### src/rtl/matrix_loader.sv
// Input stage for the matrix multiplier: deserializes one element stream into
// row-major operand matrices A then B and holds the pair until acknowledged.
module matrix_loader #(
  parameter int N  = 3,
  parameter int DW = 16
) (
  input  logic              clk,
  input  logic              rst,
  input  logic              in_valid,
  output logic              in_ready,
  input  logic [DW-1:0]     in_data,
  input  logic              in_last,
  output logic [N*N*DW-1:0] a_flat,
  output logic [N*N*DW-1:0] b_flat,
  output logic              mat_valid,
  input  logic              mat_ack,
  output logic              load_err
);

  localparam int NE = N * N;
  localparam int IW = (NE > 1) ? $clog2(NE) : 1;
  localparam logic [IW-1:0] LAST_IDX = IW'(NE - 1);

  typedef enum logic [1:0] {
    LOAD_A,
    LOAD_B,
    HOLD
  } state_t;

  state_t             state_q, state_d;
  logic [IW-1:0]      idx_q, idx_d;
  logic [NE*DW-1:0]   a_q, a_d;
  logic [NE*DW-1:0]   b_q, b_d;
  logic               mat_valid_q, mat_valid_d;
  logic               load_err_q, load_err_d;
  logic               accept;
  logic               at_last;

  // Ready is a pure state decode so upstream never sees a path from in_valid.
  assign in_ready = (state_q != HOLD);
  assign accept   = in_valid & in_ready;
  assign at_last  = (idx_q == LAST_IDX);

  always_comb begin
    state_d    = state_q;
    idx_d      = idx_q;
    a_d        = a_q;
    b_d        = b_q;
    load_err_d = 1'b0;

    case (state_q)
      LOAD_A: begin
        if (accept) begin
          a_d[idx_q*DW +: DW] = in_data;
          if (in_last) begin
            load_err_d = 1'b1;
            idx_d      = '0;
          end else if (at_last) begin
            state_d = LOAD_B;
            idx_d   = '0;
          end else begin
            idx_d = idx_q + 1'b1;
          end
        end
      end

      LOAD_B: begin
        if (accept) begin
          b_d[idx_q*DW +: DW] = in_data;
          if (at_last && in_last) begin
            state_d = HOLD;
            idx_d   = '0;
          end else if (at_last || in_last) begin
            // Framing error: the element is kept but the whole set is dropped.
            load_err_d = 1'b1;
            state_d    = LOAD_A;
            idx_d      = '0;
          end else begin
            idx_d = idx_q + 1'b1;
          end
        end
      end

      HOLD: begin
        if (mat_ack) begin
          state_d = LOAD_A;
          idx_d   = '0;
        end
      end

      default: begin
        state_d = LOAD_A;
        idx_d   = '0;
      end
    endcase

    mat_valid_d = (state_d == HOLD);
  end

  always_ff @(posedge clk or posedge rst) begin
    if (rst) begin
      state_q     <= LOAD_A;
      idx_q       <= '0;
      a_q         <= '0;
      b_q         <= '0;
      mat_valid_q <= 1'b0;
      load_err_q  <= 1'b0;
    end else begin
      state_q     <= state_d;
      idx_q       <= idx_d;
      a_q         <= a_d;
      b_q         <= b_d;
      mat_valid_q <= mat_valid_d;
      load_err_q  <= load_err_d;
    end
  end

  assign a_flat    = a_q;
  assign b_flat    = b_q;
  assign mat_valid = mat_valid_q;
  assign load_err  = load_err_q;

endmodule
### config.mk
export PLATFORM = sky130hd
export DESIGN_NAME = matrix_loader
export DESIGN_NICKNAME = d
export VERILOG_FILES = /design/src/rtl/matrix_loader.sv
export SDC_FILE = /design/constraint.sdc
export NUM_CORES = 1
export LEC_CHECK = 0
export ABC_CLOCK_PERIOD_IN_PS = 12300
export CORE_ASPECT_RATIO = 0.75
export CORE_MARGIN = 4
export CORE_UTILIZATION = 35
export DETAILED_ROUTE_END_ITERATION = 10
export PLACE_DENSITY_LB_ADDON = 0.3
export SYNTH_ARGS = -nofsm -noshare
export SYNTH_HDL_FRONTEND = slang
export SYNTH_SLANG_ARGS = --single-unit
### constraint.sdc
create_clock -name clk -period 12.3 [get_ports clk]
set_clock_uncertainty 0.2 [all_clocks]
set_input_delay 1.23 -clock clk [delete_from_list [all_inputs] [get_ports clk]]
set_output_delay 1.23 -clock clk [all_outputs]
set_load 0.005 [all_outputs]
Word-level counts from Yosys, hierarchy flattened --
Cells that the tools add are included.
Cells by class: add/sub/neg operators 2, eq/ne operators 8, shift-type cells 2, multiplexer cells 24, bitwise gates (word level) 1, reductions and logical operators 6
Operators by type and width (count):
- bitwise mux 144 bit | 2
- variable shift 16 x 34 -> 144 bit, first input constant | 1
- indexed part select 16 x 34 -> 144 bit | 1
- negation 8 -> 34 bit | 1
- two-way mux 4 bit | 7
- two-way mux 2 bit | 7
- one-hot mux 4 bit (3 select lines) | 1
- inequality test 2 bit, second input constant | 4
- one-hot mux 2 bit (3 select lines) | 1
- two-way mux 1 bit | 5
- adder 4 x 1 -> 4 bit, second input constant | 1
- == test 2 bit, second input constant | 2
- == test 4 bit, second input constant | 1
- AND reduction 2 bit | 2
- AND reduction 3 bit | 1
- == test 2 x 1 -> 1 bit, second input constant | 1
- logical NOT 2 bit | 1
- one-hot mux 1 bit (2 select lines) | 1
- bitwise AND 1 bit | 1
- logical AND 1 bit | 1
- logical OR 1 bit | 1
Word-level totals: bits in registers 296, input bits 21, output and inout port bits 291, logic and storage cells 49

Depth between registers and ports, before layout --
depth after elaboration 7, gate-level depth with buffers 10, mapped depth without buffers 9

Least setup slack after synthesis --
Ideal clock, no wire load.
path kind input to register, start input in_valid, end register a_q[64], in the netlist a_flat[64], setup time 0.125 ns, arrival time 2.475 ns, data required time 11.975 ns, slack 9.501 ns, cell stages on the path 5, path buffers 1, cell sequence nor3b_4 nand3_1 nor2_2 buf_6 mux2_2
On the way: cells in the longest elaborated chain, start to end 2
Ends and longest elaborated chain:
- start, declared | RTL line 9 | input logic in_valid,
- bitwise AND 1 bit | RTL line 41 | assign accept = in_valid & in_ready;
- AND reduction 2 bit (no source line)
- end signal, assigned | RTL line 104 | a_q <= '0;
- end signal, assigned | RTL line 111 | a_q <= a_d;
- end, declared | RTL line 32 | logic [NE*DW-1:0] a_q, a_d;
Every way passes these cells. A chain may end at the register's enable or synchronous reset.

==> run metrics <==
RSZ-0062 raised after global routing false; fin worst setup slack 8259 ps; Post-Syn Instances 906; FILL cells 2969; Vias 8159; CTS tree built; Post-Syn Nets 933; clk buf depth 3; Initial Utilization 35.60%; dpl cells 1631; initial DRC count 567; Worst setup SP type input pin; number of synthesized flops with an enable pin 0; Max Cap Violations 0; Sequential Area 7407 µm²; Netlist cell types 43; first-pass GRT wire length 53.92 mm; Cell Area, Placed 15160 µm²; worst hold path type register to register; Synth Cell Area 11580 µm²; Die Ht 165.5 µm; Core Rows 57; # Post-CTS Setup Buffers 0; Fin Hold WS 280.2 ps; I/O Pins 312; core area 32520 µm²; final core occ 49.34%; Max Fanout on Critical Path 139; commonest non-fill, non-tap cell in the layout clkdlybuf4s50_1; status finished, final reports clean; Hold Fails Final Rpt 0; final setup TNS 0 ps; clock latency on the worst-skew pair 540 ps; share of layout cells above drive strength 1 19.05%; sequential fraction of the synthesis area 63.97%; Synth Flop Type dfrtp_1; H-tree depth 1; Die Footprint 36090 µm²; achievable frequency 247.4 MHz; hold-fix buffers at CTS 0; final max-slew violation count 0; post-route cell area 16050 µm²; minimum clock period 4041 ps; final WL 36.04 mm; area of the multi-input gates 3914 µm²; Port Buffers 311; Async S/R FF share, synth 100.0%; number of global-route vias before repair 8488; Chip Width 218.0 µm; Setup CP Type input pin to asynchronous set/reset pin; initial antenna violation count 0; Crit path required time 12630 ps; Ys Warns 0; static leakage 7.178 nW; worst slew pin tran 1232 ps; drt pass-1 iters 4; overall routing resource usage 19.61%; Max-Slew Margin vs Limit 17.57%; Yosys top cell area share 63.97%; Total Nets Final 1248; Max VDD drop 0.00006642 V; Power Total 2.199 mW; crit path DAT 4370 ps; Post-Layout Cell Count 1681; Worst-path clk slew 60 ps; top cells by area, synth dfrtp_1 (64%), mux2_2 (14%), o21ai_0 (5.8%), nand2_1 (5.3%), mux2_4 (2.6%); final setup fails 0; PD cells 137.0 nW/µm²; Post-Place Setup Slack 7538 ps; dpl hpwl 25.43 mm; WL/cell 21.44 µm; largest net degree at the start of global routing 140; Placer Congestion 0.8368; Synth Register Bits 296; CTS buffer count 30; post-CTS sizing 0; Overflow after GRT 0; DRC viols 0; Final ANT Viol Nets 0; endpoint type of the worst setup path asynchronous set/reset pin; syn avg cell area 12.78 µm²; most frequent cells in the layout clkdlybuf4s50_1 (311), dfrtp_1 (296), nand2_1 (165); vias per cell 4.854; # diodes 0; Tcrit/Tclk final 32.86%; CTS Sinks 296; area leader, netlist dfrtp_1; Layout area overhead 38.58%; Root Buffer clkbuf_16
-- cell type report --
type	instances	area share, %
Clock buffer	47	5.396
Tap cell	442	3.447
Sequential cell	296	46.16
Inverter	10	0.3119
Clock inverter	3	0.09357
Multi-Input combinational cell	555	24.39
Timing Repair Buffer	328	20.20
-- cell usage after synthesis (4+ instances only) --
cell / count
and2_1: 31
buf_2: 5
buf_4: 5
buf_6: 6
clkbuf_1: 28
dfrtp_1: 296
ha_1: 6
inv_1: 8
mux2_2: 140
mux2_4: 20
nand2_1: 165
nand3_1: 7
nand4_1: 4
nor2_1: 7
nor2_2: 4
nor3_1: 4
o2111ai_1: 4
o21ai_0: 135
-- registers in the layout (all words and copies together) (netlist names) --
name       flops
state_q        2
mat_valid      1
load_err       1
b_flat       144
idx_q          4
a_flat       144
-- metal layers --
metal | wire, µm | GRT usage (%)
met1 | 16510 | 27.69
met2 | 16250 | 30.43
met3 | 2432 | 5.177
met4 | 844 | 4.766
met5 | 0 | 0
-- logic make-up (layout without fill, tap and decap cells) --
group / after synthesis / in the layout / synth area share [%]
AO/OA/AOI/OAI: 148 / 148 / 7.013
XOR/XNOR: 1 / 1 / 0.07566
adder cells (fa/ha/maj): 6 / 6 / 0.6484
buffers and inverters: 55 / 388 / 2.529
flip-flops: 296 / 296 / 63.97
multiplexers: 161 / 161 / 16.30
AND/OR/NAND/NOR: 239 / 239 / 9.466
-- worst paths after layout --
check / from / to / slack (ps) / cells past startpoint
worst max register to register: idx_q[0]$_DFFE_PP0P_ / a_flat[66]$_DFFE_PP0P_ / 8940 / 6
worst min-delay path: a_flat[83]$_DFFE_PP0P_ / a_flat[83]$_DFFE_PP0P_ / 280 / 2
min in group asynchronous: rst / mat_valid$_DFF_PP0_ / 1060 / 2
worst min register to register: a_flat[83]$_DFFE_PP0P_ / a_flat[83]$_DFFE_PP0P_ / 280 / 2
max in group clk: in_valid / b_flat[96]$_DFFE_PP0P_ / 8770 / 5
worst max-delay path: rst / b_flat[50]$_DFFE_PP0P_ / 8260 / 4
-- power by group --
group	internal, mW	switching, mW	total (mW)	leakage (nW)
clock network	0.477	0.362	0.839	0.431
logic	0.146	0.152	0.298	2.65
registers	1.03	0.0356	1.06	4.10
total	1.65	0.549	2.20	7.18
-- critical path: stages --
cell and delay (ps):
clkdlybuf4s50_1 490, inv_8 630, buf_4 910, buf_4 900
No activity file was read; power rests on OpenSTA's default activity.
